[src/rtl/uart_rx_pkg.sv]
// Shared definitions for the UART receiver: memory bus types and the
// status word layout that software and the transmitter side agree on.
package uart_rx_pkg;

  typedef struct packed {
    logic        mem_valid;
    logic [3:0]  mem_wstrb;
    logic [31:0] mem_wdata;
  } mem_in_type;

  typedef struct packed {
    logic        mem_ready;
    logic        mem_error;
    logic [31:0] mem_rdata;
  } mem_out_type;

  localparam int RX_EMPTY = 8;
  localparam int RX_FERR  = 9;
  localparam int RX_OVR   = 10;

  // Assemble the read-back status word; unused bits stay zero.
  function automatic logic [31:0] rx_status(input logic [7:0] data,
                                            input logic       empty,
                                            input logic       ferr,
                                            input logic       ovr);
    logic [31:0] s;
    s           = '0;
    s[7:0]      = data;
    s[RX_EMPTY] = empty;
    s[RX_FERR]  = ferr;
    s[RX_OVR]   = ovr;
    return s;
  endfunction

endpackage

[src/rtl/uart_fifo.sv]
// Small synchronous FIFO with extra-MSB pointers. The head is read
// combinationally so a bus request can return it in the same cycle it pops.
module uart_fifo #(
  parameter int width = 8,
  parameter int depth = 16
) (
  input  logic             clock,
  input  logic             reset,
  input  logic             push,
  input  logic [width-1:0] wdata,
  input  logic             pop,
  output logic [width-1:0] rdata,
  output logic             empty,
  output logic             full
);

  localparam int AW = (depth > 1) ? $clog2(depth) : 1;

  logic [AW:0]      r_wptr;
  logic [AW:0]      r_rptr;
  logic [width-1:0] r_mem [depth];
  logic             w_do_push;
  logic             w_do_pop;

  assign empty = (r_wptr == r_rptr);
  assign full  = (r_wptr[AW-1:0] == r_rptr[AW-1:0]) && (r_wptr[AW] != r_rptr[AW]);

  // A pop frees a slot in the same cycle, so push-while-full still succeeds then.
  assign w_do_pop  = pop && !empty;
  assign w_do_push = push && (!full || w_do_pop);

  assign rdata = r_mem[r_rptr[AW-1:0]];

  // Pointer update; wrap-around is plain modulo arithmetic on AW+1 bits.
  always_ff @(posedge clock) begin
    if (!reset) begin
      r_wptr <= '0;
      r_rptr <= '0;
    end else begin
      if (w_do_push) r_wptr <= r_wptr + {{AW{1'b0}}, 1'b1};
      if (w_do_pop)  r_rptr <= r_rptr + {{AW{1'b0}}, 1'b1};
    end
  end

  // Storage write; contents need no reset since the pointers define validity.
  always_ff @(posedge clock) begin
    if (w_do_push) r_mem[r_wptr[AW-1:0]] <= wdata;
  end

endmodule

[src/rtl/uart_rx.sv]
// 8N1 UART receiver: synchronizes rx, deframes bytes with a mid-bit
// sampling FSM, buffers them in a FIFO and serves status/data reads.
module uart_rx
  import uart_rx_pkg::*;
#(
  parameter int clock_rate = 868,
  parameter int depth      = 16
) (
  input  logic        reset,
  input  logic        clock,
  input  mem_in_type  uart_in,
  output mem_out_type uart_out,
  input  logic        rx
);

  typedef enum logic [1:0] {IDLE, START, DATA, STOP} state_t;

  typedef struct packed {
    state_t      state;
    logic [31:0] counter;
    logic [2:0]  index;
    logic [7:0]  shift;
    logic        frame_err;
    logic        overrun;
  } reg_t;

  localparam logic [31:0] HALF = 32'(clock_rate / 2);
  localparam logic [31:0] FULL = 32'(clock_rate);

  reg_t        r;
  reg_t        rin;
  logic        r_rx1;
  logic        r_rx_s;
  logic        r_ready;
  logic [31:0] r_rdata;

  logic        w_read;
  logic        w_push;
  logic        w_pop;
  logic        w_frame_set;
  logic        w_ovr_set;
  logic        w_empty;
  logic        w_full;
  logic [7:0]  w_head;
  logic [31:0] w_status;
  logic        w_unused_wdata;

  assign w_read         = uart_in.mem_valid && (uart_in.mem_wstrb == 4'b0000);
  assign w_pop          = w_read && !w_empty;
  assign w_status       = rx_status(w_empty ? 8'h00 : w_head, w_empty, r.frame_err, r.overrun);
  assign w_unused_wdata = ^uart_in.mem_wdata;

  uart_fifo #(
    .width(8),
    .depth(depth)
  ) u_fifo (
    .clock(clock),
    .reset(reset),
    .push (w_push),
    .wdata(r.shift),
    .pop  (w_pop),
    .rdata(w_head),
    .empty(w_empty),
    .full (w_full)
  );

  // Two-flop synchronizer for the asynchronous rx pin; idles high.
  always_ff @(posedge clock) begin
    if (!reset) begin
      r_rx1  <= 1'b1;
      r_rx_s <= 1'b1;
    end else begin
      r_rx1  <= rx;
      r_rx_s <= r_rx1;
    end
  end

  // Next-state logic: deframing FSM, push decisions and sticky flag updates.
  always_comb begin
    rin         = r;
    w_push      = 1'b0;
    w_frame_set = 1'b0;
    w_ovr_set   = 1'b0;
    case (r.state)
      IDLE: begin
        rin.counter = '0;
        if (!r_rx_s) rin.state = START;
      end
      START: begin
        if (r.counter == HALF) begin
          rin.counter = '0;
          if (!r_rx_s) begin
            rin.index = '0;
            rin.state = DATA;
          end else begin
            rin.state = IDLE;
          end
        end else begin
          rin.counter = r.counter + 32'd1;
        end
      end
      DATA: begin
        if (r.counter == FULL) begin
          rin.shift   = {r_rx_s, r.shift[7:1]};
          rin.counter = '0;
          rin.index   = r.index + 3'd1;
          if (r.index == 3'd7) rin.state = STOP;
        end else begin
          rin.counter = r.counter + 32'd1;
        end
      end
      STOP: begin
        if (r.counter == FULL) begin
          rin.counter = '0;
          rin.state   = IDLE;
          if (r_rx_s) w_push      = 1'b1;
          else        w_frame_set = 1'b1;
        end else begin
          rin.counter = r.counter + 32'd1;
        end
      end
      default: rin.state = IDLE;
    endcase
    w_ovr_set     = w_push && w_full && !w_pop;
    rin.frame_err = (r.frame_err && !w_read) || w_frame_set;
    rin.overrun   = (r.overrun && !w_read) || w_ovr_set;
  end

  // Receiver state register.
  always_ff @(posedge clock) begin
    if (!reset) begin
      r.state     <= IDLE;
      r.counter   <= '0;
      r.index     <= '0;
      r.shift     <= '0;
      r.frame_err <= 1'b0;
      r.overrun   <= 1'b0;
    end else begin
      r <= rin;
    end
  end

  // Registered bus response: one-cycle ready, status word only for reads.
  always_ff @(posedge clock) begin
    if (!reset) begin
      r_ready <= 1'b0;
      r_rdata <= '0;
    end else begin
      r_ready <= uart_in.mem_valid;
      r_rdata <= w_read ? w_status : 32'd0;
    end
  end

  assign uart_out.mem_ready = r_ready;
  assign uart_out.mem_error = 1'b0;
  assign uart_out.mem_rdata = r_rdata;

endmodule

[config.mk]
export PLATFORM = sky130hd
export DESIGN_NAME = uart_rx
export DESIGN_NICKNAME = d
export VERILOG_FILES = /design/src/rtl/uart_rx_pkg.sv /design/src/rtl/uart_fifo.sv /design/src/rtl/uart_rx.sv
export SDC_FILE = /design/constraint.sdc
export NUM_CORES = 1
export LEC_CHECK = 0
export BUFFER_PORTS_ARGS = -buffer_cell sky130_fd_sc_hd__buf_2
export CORE_MARGIN = 2
export CORE_UTILIZATION = 40
export CTS_CLUSTER_SIZE = 20
export DETAILED_ROUTE_END_ITERATION = 10
export PLACE_DENSITY = 0.61
export SLEW_MARGIN = 10
export SYNTH_ARGS = -nofsm -noshare
export SYNTH_HDL_FRONTEND = slang
export SYNTH_SLANG_ARGS = --single-unit
export TNS_END_PERCENT = 5
[constraint.sdc]
create_clock -name clock -period 5.3 [get_ports clock]
set_input_delay 0.53 -clock clock [delete_from_list [all_inputs] [get_ports clock]]
set_output_delay 0.53 -clock clock [all_outputs]
set_load 0.005 [all_outputs]
Yosys cells after proc, flatten, opt, wreduce, memory -nomap -nowiden --
Memory sizes are Yosys's and may differ from the RTL's. A register that Yosys moved wholly into a read port is not among the register bits. Cells that the tools add are included.
Word-level totals: output and inout port bits 34, ROM bits 0, logic and storage cells 80, flip-flop bits (word level) 84, input bits 40, memories 1, RAM bits 128, bits in latches 0
Memories:
- u_fifo.r_mem | depth 16, bits a word 8, read ports 1, clocked after Yosys merged registers in 1, wr ports 1, line uart_fifo.sv:21 | logic [width-1:0] r_mem [depth];
Cells by class: bitwise logic cells 2, multiplexer cells 21, order comparisons 0, $mul 0, shift operators 0, equality and inequality tests 15, reduce and logical (&&, ||, !) cells 24, div/mod/pow operators 0, $add $sub $neg 4
Operators with widths (count):
- $pmux W34 S4 | 1
- $mux W32 | 2
- $add A32 B1 Y32 const B | 1
- $eq A32 B10 Y1 const B | 1
- $eq A32 B9 Y1 const B | 1
- $mux W2 | 6
- $ne A2 B2 Y1 const B | 6
- $mux W11 | 1
- $add A5 B1 Y5 const B | 2
- $logic_and A1 B1 Y1 | 9
- $mux W1 | 8
- $mux W3 | 2
- $pmux W3 S2 | 1
- $eq A5 B5 Y1 | 1
- $reduce_and A5 Y1 | 1
- $eq A2 B2 Y1 const B | 2
- $eq A4 B4 Y1 | 1
- $logic_not A1 Y1 | 4
- $logic_not A4 Y1 | 1
- $reduce_and A2 Y1 | 2
- $reduce_and A4 Y1 | 1
- $add A3 B1 Y3 const B | 1
- $eq A3 B3 Y1 const B | 1
- $logic_or A1 B1 Y1 | 3
- other kinds (6) | 7

Longest topological paths before layout --
Gate-level depths: netlist (run 1).
depth in word-level cells 8, gate-level depth with buffers 7, mapped depth without buffers 6

Cells and area by module --
Synthesis (run 1) repeated with hierarchy kept, for this count alone.
Second synthesis, totals: cells, all modules 578, area, all modules 8541.9 µm²
Modules (own cells, without submodules):
- uart_fifo | sequential area each 4124.0 µm², times used 1, cells each 266, area each 5733.0 µm²
- uart_rx | sequential area each 1221.2 µm², times used 1, cells each 312, area each 2808.9 µm²

Worst setup path after synthesis (run 1) --
Ideal clock, no wire load.
path type input port to flip-flop, start point input uart_in[32] (netlist name), end point memory u_fifo.r_mem[3][0] (enable), setup time 383 ps, buffers on the path 0, path slack 2582 ps, data arrival time 2335 ps, cell stages on the path 5, required time 4917 ps, path through or4b_4 -> o21ai_4 -> o2111ai_4 -> or2_1 -> nor3_1
On the way: cells in the longest elaborated chain, start to end 8
Ends and longest elaborated chain:
- from (decl) | line uart_rx.sv:11 | input mem_in_type uart_in,
- $logic_not A4 Y1 | line uart_rx.sv:48 | assign w_read = uart_in.mem_valid && (uart_in.mem_wstrb == 4'b0000);
- $logic_and A1 B1 Y1 | line uart_rx.sv:48
- $logic_and A1 B1 Y1 | line uart_rx.sv:49 | assign w_pop = w_read && !w_empty;
- $logic_and A1 B1 Y1 | line uart_fifo.sv:29 | assign w_do_pop = pop && !empty;
- $logic_or A1 B1 Y1 | line uart_fifo.sv:30 | assign w_do_push = push && (!full || w_do_pop);
- $logic_and A1 B1 Y1 | line uart_fifo.sv:30
- $mux W1 | line uart_fifo.sv:47 | if (w_do_push) r_mem[r_wptr[AW-1:0]] <= wdata;
- $mux W1 (implied by the code) | line uart_fifo.sv:47
- to (decl) | line uart_fifo.sv:21
Every way passes these cells.

Final worst setup path (run 1) --
start point register u_fifo.r_rptr[0], end point memory u_fifo.r_mem[7][1] (enable)
On the way: cells in the longest elaborated chain, start to end 8
Ends and longest elaborated chain:
- from (decl) | line uart_fifo.sv:20 | logic [AW:0] r_rptr;
- from (signal assigned) | line uart_fifo.sv:41 | if (w_do_pop) r_rptr <= r_rptr + {{AW{1'b0}}, 1'b1};
- $eq A5 B5 Y1 | line uart_fifo.sv:25 | assign empty = (r_wptr == r_rptr);
- $logic_not A1 Y1 | line uart_fifo.sv:29, uart_rx.sv:49
- $logic_and A1 B1 Y1 | line uart_rx.sv:49
- $logic_and A1 B1 Y1 | line uart_fifo.sv:29
- $logic_or A1 B1 Y1 (*) | line uart_fifo.sv:30
- $logic_and A1 B1 Y1 (*) | line uart_fifo.sv:30
- $mux W1 (*) | line uart_fifo.sv:47
- $mux W1 (implied by the code) (*) | line uart_fifo.sv:47
Mark *: on every way between the ends. The rest lies on a longest branch, timed or not.

==> results of run 1 <==
-- synthesized netlist by cell type, types with 4 or more instances --
library cell  number  area share (%)
inv_1              9            0.41
nand3_1           16            0.97
a21oi_1            9            0.54
clkbuf_1          12            0.54
mux2i_1            9             1.1
mux4_2            40              11
nor2b_1           11            0.83
nand4_1           12            0.91
xnor2_1           14             1.5
nor4_1             6            0.45
and2_1             9            0.68
edfxtp_1         128              47
ha_1              10             1.5
o21ai_1            7            0.42
nand2_1           10            0.45
buf_4             24             2.2
dfxtp_1           71              17
or3_1              4            0.30
xor2_1            24             2.5
and4_1             8            0.85
nor2_1            55             2.5
buf_2              8            0.48
and3_1            22             1.7
-- per-layer routing --
metal	GRT usage, %	up-vias
li1	-	2100
met1	18.6	2296
met2	25.3	61
met3	3.30	15
met4	4.95	0
met5	0	-
-- kinds of logic after synthesis --
group | Yosys count
other cells | 1
mux | 49
simple gates | 174
compound gates | 33
xor+xnor | 38
buf+inv | 57
fa+ha+maj | 10
flops | 199
-- state kept, by name, indices dropped and copies added, names as in the netlist, named ones only --
name,flops
r,46
r_ready,1
u_fifo.r_mem,128
r_rdata,11
r_rx_s,1
u_fifo.r_rptr,5
u_fifo.r_wptr,5
r_rx1,1
-- critical path, stage by stage, from the launching register on --
cell and delay (ps):
dfxtp_2 320, buf_4 570, xnor2_1 190, nand4_2 250, o2111ai_4 220, or2_1 330
nor2b_1 760
-- how the worst min path moves through the flow --
stage | start | depth (start not counted) | end
final | rx | 2 | r_rx1
after global routing | rx | 2 | r_rx1
after CTS | rx | 2 | r_rx1
after detailed placement | r_rx1 | 1 | r_rx_s
after global placement | r_rx1 | 1 | r_rx_s
after floorplan | r_rx1 | 1 | r_rx_s
-- metrics by stage --
stage          area (sq um)  utilization [%]  hold slack (ps)  cells
6_report               9100             45.0              276    857
5_1_grt                9100             45.0              282    857
4_1_cts                9100             45.0              261    857
3_5_place_dp           8500             42.0              403    825
3_3_place_gp           8500             42.0              399    825
2_1_floorplan          8340                -              386    582
-- cell usage in the layout (no fill, tap or decap), types with 8 or more instances in the layout --
master     count
edfxtp_1     128
dfxtp_1       70
nor2_1        55
mux4_2        40
xor2_1        24
and3_1        22
conb_1        22
buf_2         19
clkbuf_16     17
nand3_1       16
xnor2_1       14
nand4_1       12
nor2b_1       11
nand2_1       10
ha_1          10
inv_1          9
and2_1         9
a21oi_1        9
mux2i_1        9
and4_1         8
-- power groups by stage --
stage | combinational [mW] | sequential (mW) | clock [mW]
after global routing | 0.0218 | 1.63 | 1.41
after CTS | 0.0186 | 1.63 | 1.35
after global placement | 0.0180 | 1.67 | 0
after floorplan | 0.0263 | 1.67 | 0
final | 0.0189 | 1.63 | 1.32
after detailed placement | 0.0186 | 1.67 | 0
-- cell type report --
cell class	instances	area (sq um)
Fill cell	1781	11100
Clock buffer	17	425
Tap cell	270	338
Sequential cell	199	5270
Clock inverter	15	178
Inverter	9	33.8
Multi-Input combinational cell	326	2750
Timing Repair Buffer	21	110
==> out/results.ini, run 1 <==
[status]
status = complete, no violations

[worst_setup_path]
reg2reg_to = u_fifo.r_mem[7][1]
crit_path_end = u_fifo.r_mem[7][1]
rr_startpoint = u_fifo.r_rptr[0]
cp.required_ps = 5360
crit_start = u_fifo.r_rptr[0]
reg2reg_depth = 6
critical_path_class = reg -> reg
startpoint_type = flop
crit_arrival_ps = 3090
end_kind = flop
critical_path.max_fanout = 36
regToRegSetupSlack_ps = 2260

[pwr]
cellPowerDensity_mw_per_mm2 = 327
leakagePower_nw = 3.03
combPwrFrac_pct = 0.6
p_total_mw = 2.97
power.internal_mw = 2.35
p_seq_share_pct = 54.9
clkPwrFrac_pct = 44.5
swShare_pct = 21.0
peakVddDrop_mv = 0.211
p_sw_uw = 623

[global_routing]
grt_pass1_wl_um = 24400
grt_antenna_before_repair = 0
grt_max_degree = 37
grt_pass1_vias = 4518
overflow = 0
groute.usage.overall_pct = 14.8

[logic_synthesis]
synth-simple-area-share_pct = 11.7
synthXorXnorAreaFrac_pct = 4.03
syn_area_sq_mm = 0.00827
synth_edf_count = 128
ys_async_sr_fraction_pct = 0
synth-adder-area-share_pct = 1.51
synth_warnings = 0
synth_seq_cells = 199
synth_mux_area_share_pct = 12.0
avgSynthCellArea_sq_um = 14.7
yosys_most_used_dff = edfxtp_1
ys_seq_area_share_pct = 63.7
synth.distinct_cells = 52
synth_top_family_by_area = multiplexers
syn_inst = 561
synth-compound-area-share_pct = 2.97

[sta]
setup_viol = 0
rsz0062_at_grt = false
period_share_pct = 57.3
fin_setup_tns_ps = 0
finClkSkew_ps = 12.9
fmax_mhz = 329
finalHoldViolations = 0
slew_headroom_pct = 30.0
drv_slew = 0
setup_ws_ps = 2260
worst_pin_slew_ps = 1040
fin_crit_ps = 3040

[route]
wl_met3_um = 355
routed_wl_um = 15400
dr_wl_met2_um = 7970
drt-initial-drc-count = 280
drc = 0
wl_per_cell_um = 18.0
dr.max_layer_used = met4
drtPass1Iterations = 4
antenna_left = 0
routed_via_density = 5.22
vias = 4472
drt-met1-wl_um = 6860

[layout]
antenna_cells = 0
area_growth_pct = 10.1
nets = 624
drive_gt1_share_pct = 17.7

[clocking]
hold_buffers = 0
cts_buffer_depth = 2
insertion_delay_ps = 440
cts.clk_slew.worst_paths_ps = 70
cts_resized = 0
cts_tree = yes
clock-root-buffer = clkbuf_16
numCtsBuffers = 17
postCtsSetupRepairBufs = 0
clock-sinks = 199
htree_levels = 4

[placement]
place_congestion = 0.753
dp_slack_ps = 2160
hpwl_um = 9750
io_buffers = 19

[worst_hold_path]
hp-class = in -> reg

[floorplan]
die-width_um = 148
pin_count = 74
rows = 52
initial_core_util_pct = 40.8
fp.dieH_um = 148
die_area_sq_mm = 0.0218
core_sq_mm = 0.0202

[run]
maxCapViolCount = 0

Note: power is estimated with default switching activity, not from simulation.
==> run 2: changes to the inputs <==
--- a/config.mk
+++ b/config.mk
@@ -5,12 +5,13 @@
 export SDC_FILE = /design/constraint.sdc
 export NUM_CORES = 1
 export LEC_CHECK = 0
+export ABC_AREA = 1
 export BUFFER_PORTS_ARGS = -buffer_cell sky130_fd_sc_hd__buf_2
 export CORE_MARGIN = 2
 export CORE_UTILIZATION = 40
 export CTS_CLUSTER_SIZE = 20
 export DETAILED_ROUTE_END_ITERATION = 10
-export PLACE_DENSITY = 0.61
+export PLACE_DENSITY = 0.63
 export SLEW_MARGIN = 10
 export SYNTH_ARGS = -nofsm -noshare
 export SYNTH_HDL_FRONTEND = slang
==> constraint.sdc (replaced) <==
create_clock -name clock -period 2.71 [get_ports clock]
set_input_delay 0.271 -clock clock [delete_from_list [all_inputs] [get_ports clock]]
set_output_delay 0.271 -clock clock [all_outputs]
set_load 0.005 [all_outputs]
==> out/results.ini, run 2 <==
[worst_setup_path]
end_kind = flop  ; unchanged
reg2reg_depth = 10  ; was 6
cp.required_ps = 2850  ; was 5360 ps
startpoint_type = flop  ; unchanged
critical_path.max_fanout = 8  ; was 36
critical_path_class = reg -> reg  ; unchanged
crit_arrival_ps = 2310  ; was 3090 ps

[route]
routed_wl_um = 19100  ; was 15400 um
routed_via_density = 5.09  ; was 5.22
vias = 6038  ; was 4472
drc = 0  ; unchanged
wl_per_cell_um = 16.0  ; was 18.0 um
drtPass1Iterations = 5  ; was 4
drt-initial-drc-count = 489  ; was 280
antenna_left = 0  ; unchanged

[clocking]
cts_buffer_depth = 2  ; unchanged
hold_buffers = 0  ; unchanged
postCtsSetupRepairBufs = 0  ; unchanged
numCtsBuffers = 17  ; unchanged
htree_levels = 4  ; unchanged
cts_resized = 0  ; unchanged
insertion_delay_ps = 440  ; about the same
clock-root-buffer = clkbuf_16  ; unchanged
clock-sinks = 199  ; unchanged
cts.clk_slew.worst_paths_ps = 80  ; was 70 ps
cts_tree = yes  ; unchanged

[pwr]
leakagePower_nw = 3.73  ; was 3.03 nW
cellPowerDensity_mw_per_mm2 = 592  ; was 327 mW/mm^2
peakVddDrop_mv = 0.409  ; was 0.211 mV

[floorplan]
die-width_um = 151  ; was 148 um
initial_core_util_pct = 40.8  ; about the same
pin_count = 74  ; unchanged
die_area_sq_mm = 0.0227  ; was 0.0218 sq mm
fp.dieH_um = 151  ; was 148 um
core_sq_mm = 0.0211  ; was 0.0202 sq mm
rows = 53  ; was 52

[logic_synthesis]
syn_area_sq_mm = 0.00861  ; was 0.00827 sq mm
yosys.area.top_type = edfxtp_1  ; unchanged
yosys.area.top_type_share_pct = 44.7  ; was 46.5%
ys_seq_area_share_pct = 61.2  ; was 63.7%
ys_async_sr_fraction_pct = 0  ; unchanged
synth_warnings = 0  ; unchanged
syn_inst = 869  ; was 561
synthXorXnorAreaFrac_pct = 2.34  ; was 4.03%
synth.distinct_cells = 40  ; was 52
synth-simple-area-share_pct = 18.8  ; was 11.7%
synth_seq_cells = 199  ; unchanged
synth_common_cells = nor2_1, edfxtp_1, nand2_1, o21ai_0, dfxtp_1  ; was edfxtp_1, dfxtp_1, nor2_1, mux4_2
synthMostInstantiatedCell = nor2_1  ; was edfxtp_1
yosys_most_used_dff = edfxtp_1  ; unchanged
synth_edf_count = 128  ; unchanged
synth_top_family_by_area = simple AND/OR/NAND/NOR gates  ; was multiplexers
netlist_top_cells_area = edfxtp_1, dfxtp_1, nor2_1  ; was edfxtp_1, dfxtp_1, mux4_2
avgSynthCellArea_sq_um = 9.91  ; was 14.7 sq um
synth-adder-area-share_pct = 1.45  ; was 1.51%
synth-compound-area-share_pct = 9.97  ; was 2.97%
synth_mux_area_share_pct = 0  ; was 12.0%

[layout]
layout_common_cells = nor2_1, edfxtp_1, nand2_1, o21ai_0, dfxtp_1  ; was edfxtp_1, dfxtp_1, nor2_1, mux4_2, xor2_1
drive_gt1_share_pct = 11.1  ; was 17.7%
fin_area_sq_mm = 0.00956  ; was 0.00910 sq mm
layout_commonest_cell = nor2_1  ; was edfxtp_1
nets = 949  ; was 624
area_growth_pct = 11.0  ; was 10.1%
antenna_cells = 0  ; unchanged
largest_register_ffs = 128  ; unchanged

[global_routing]
groute.usage.overall_pct = 17.6  ; was 14.8%
overflow = 0  ; unchanged
grt_max_degree = 51  ; was 37
grt_pass1_wl_um = 30400  ; was 24400 um
grt_pass1_vias = 5745  ; was 4518
grt_antenna_before_repair = 1  ; was 0

[sta]
drv_slew = 0  ; unchanged
finalHoldViolations = 0  ; unchanged
finClkSkew_ps = 12.0  ; was 12.9 ps
setup_viol = 0  ; unchanged
whs_ps = 24.8  ; was 276 ps
rsz0062_at_grt = false  ; unchanged
fin_crit_ps = 2160  ; was 3040 ps
slew_headroom_pct = 44.5  ; was 30.0%
fin_setup_tns_ps = 0  ; unchanged
worst_pin_slew_ps = 832  ; was 1040 ps
period_share_pct = 79.9  ; was 57.3%
fmax_mhz = 462  ; was 329 MHz

[worst_hold_path]
hold_depth = 3  ; was 2
hp-class = in -> reg  ; unchanged

[status]
status = complete, no violations  ; unchanged

[placement]
place_congestion = 0.896  ; was 0.753
hpwl_um = 12300  ; was 9750 um
place_area_sq_mm = 0.00901  ; was 0.00850 sq mm
io_buffers = 19  ; unchanged

[run]
maxCapViolCount = 0  ; unchanged

## run 2: kinds of logic after synthesis
group,Yosys count
simple gates,371
other cells,1
flops,199
xor+xnor,23
fa+ha+maj,10
compound gates,151
buf+inv,114
## run 2: cell type report
class                           instances  area [sq um]
Clock buffer                           18           429
Timing Repair Buffer                   44           283
Inverter                               60           230
Sequential cell                       199          5270
Fill cell                            2026         11500
Tap cell                              275           344
Multi-Input combinational cell        577          2890
Clock inverter                         14           116
## run 2: through the flow
step	util [%]	power (mW)	std cells	setup slack, ps
CTS	45.3	5.70	1187	544
global placement	42.7	3.35	1155	589
global route	45.3	5.85	1187	368
detailed placement	42.7	3.35	1155	575
finish	45.3	5.66	1187	545
floorplan	-	3.36	890	648
## run 2: final timing paths
path | startpoint | endpoint | slack, ps
worst max-delay path | r[35] | u_fifo.r_mem[13][1] | 550
worst min-delay path | uart_in[36] | r_ready | 20
worst max register to register | r[35] | u_fifo.r_mem[13][1] | 550
worst min register to register | r_rx1 | r_rx_s | 410
## run 2: worst max-delay path, cell delays in order (launching register included)
cell and delay (ps):
dfxtp_1 360, nor2_1 130, nand2_1 60, nor2_1 170, nand2_2 150, nor3_4 280
nand2_2 90, nor2_4 170, nand2_2 120, nor2_1 140, buf_4 190
## run 2: where the power goes
part / switching [mW] / leakage [nW] / internal (mW) / total (mW)
Clock: 1.17 / 0.268 / 1.20 / 2.37
Sequential: 0.00811 / 2.06 / 3.19 / 3.20
Combinational: 0.0612 / 1.40 / 0.0241 / 0.0853
## run 2: routing by layer
| metal | global-route usage [%] | routed length (um) | vias up |
|---|---|---|---|
| li1 | - | - | 2993 |
| met1 | 23.1 | 8480 | 2877 |
| met2 | 28.7 | 9210 | 140 |
| met3 | 4.12 | 940 | 28 |
| met4 | 6.03 | 414 | 0 |
| met5 | 0 | 0 | - |
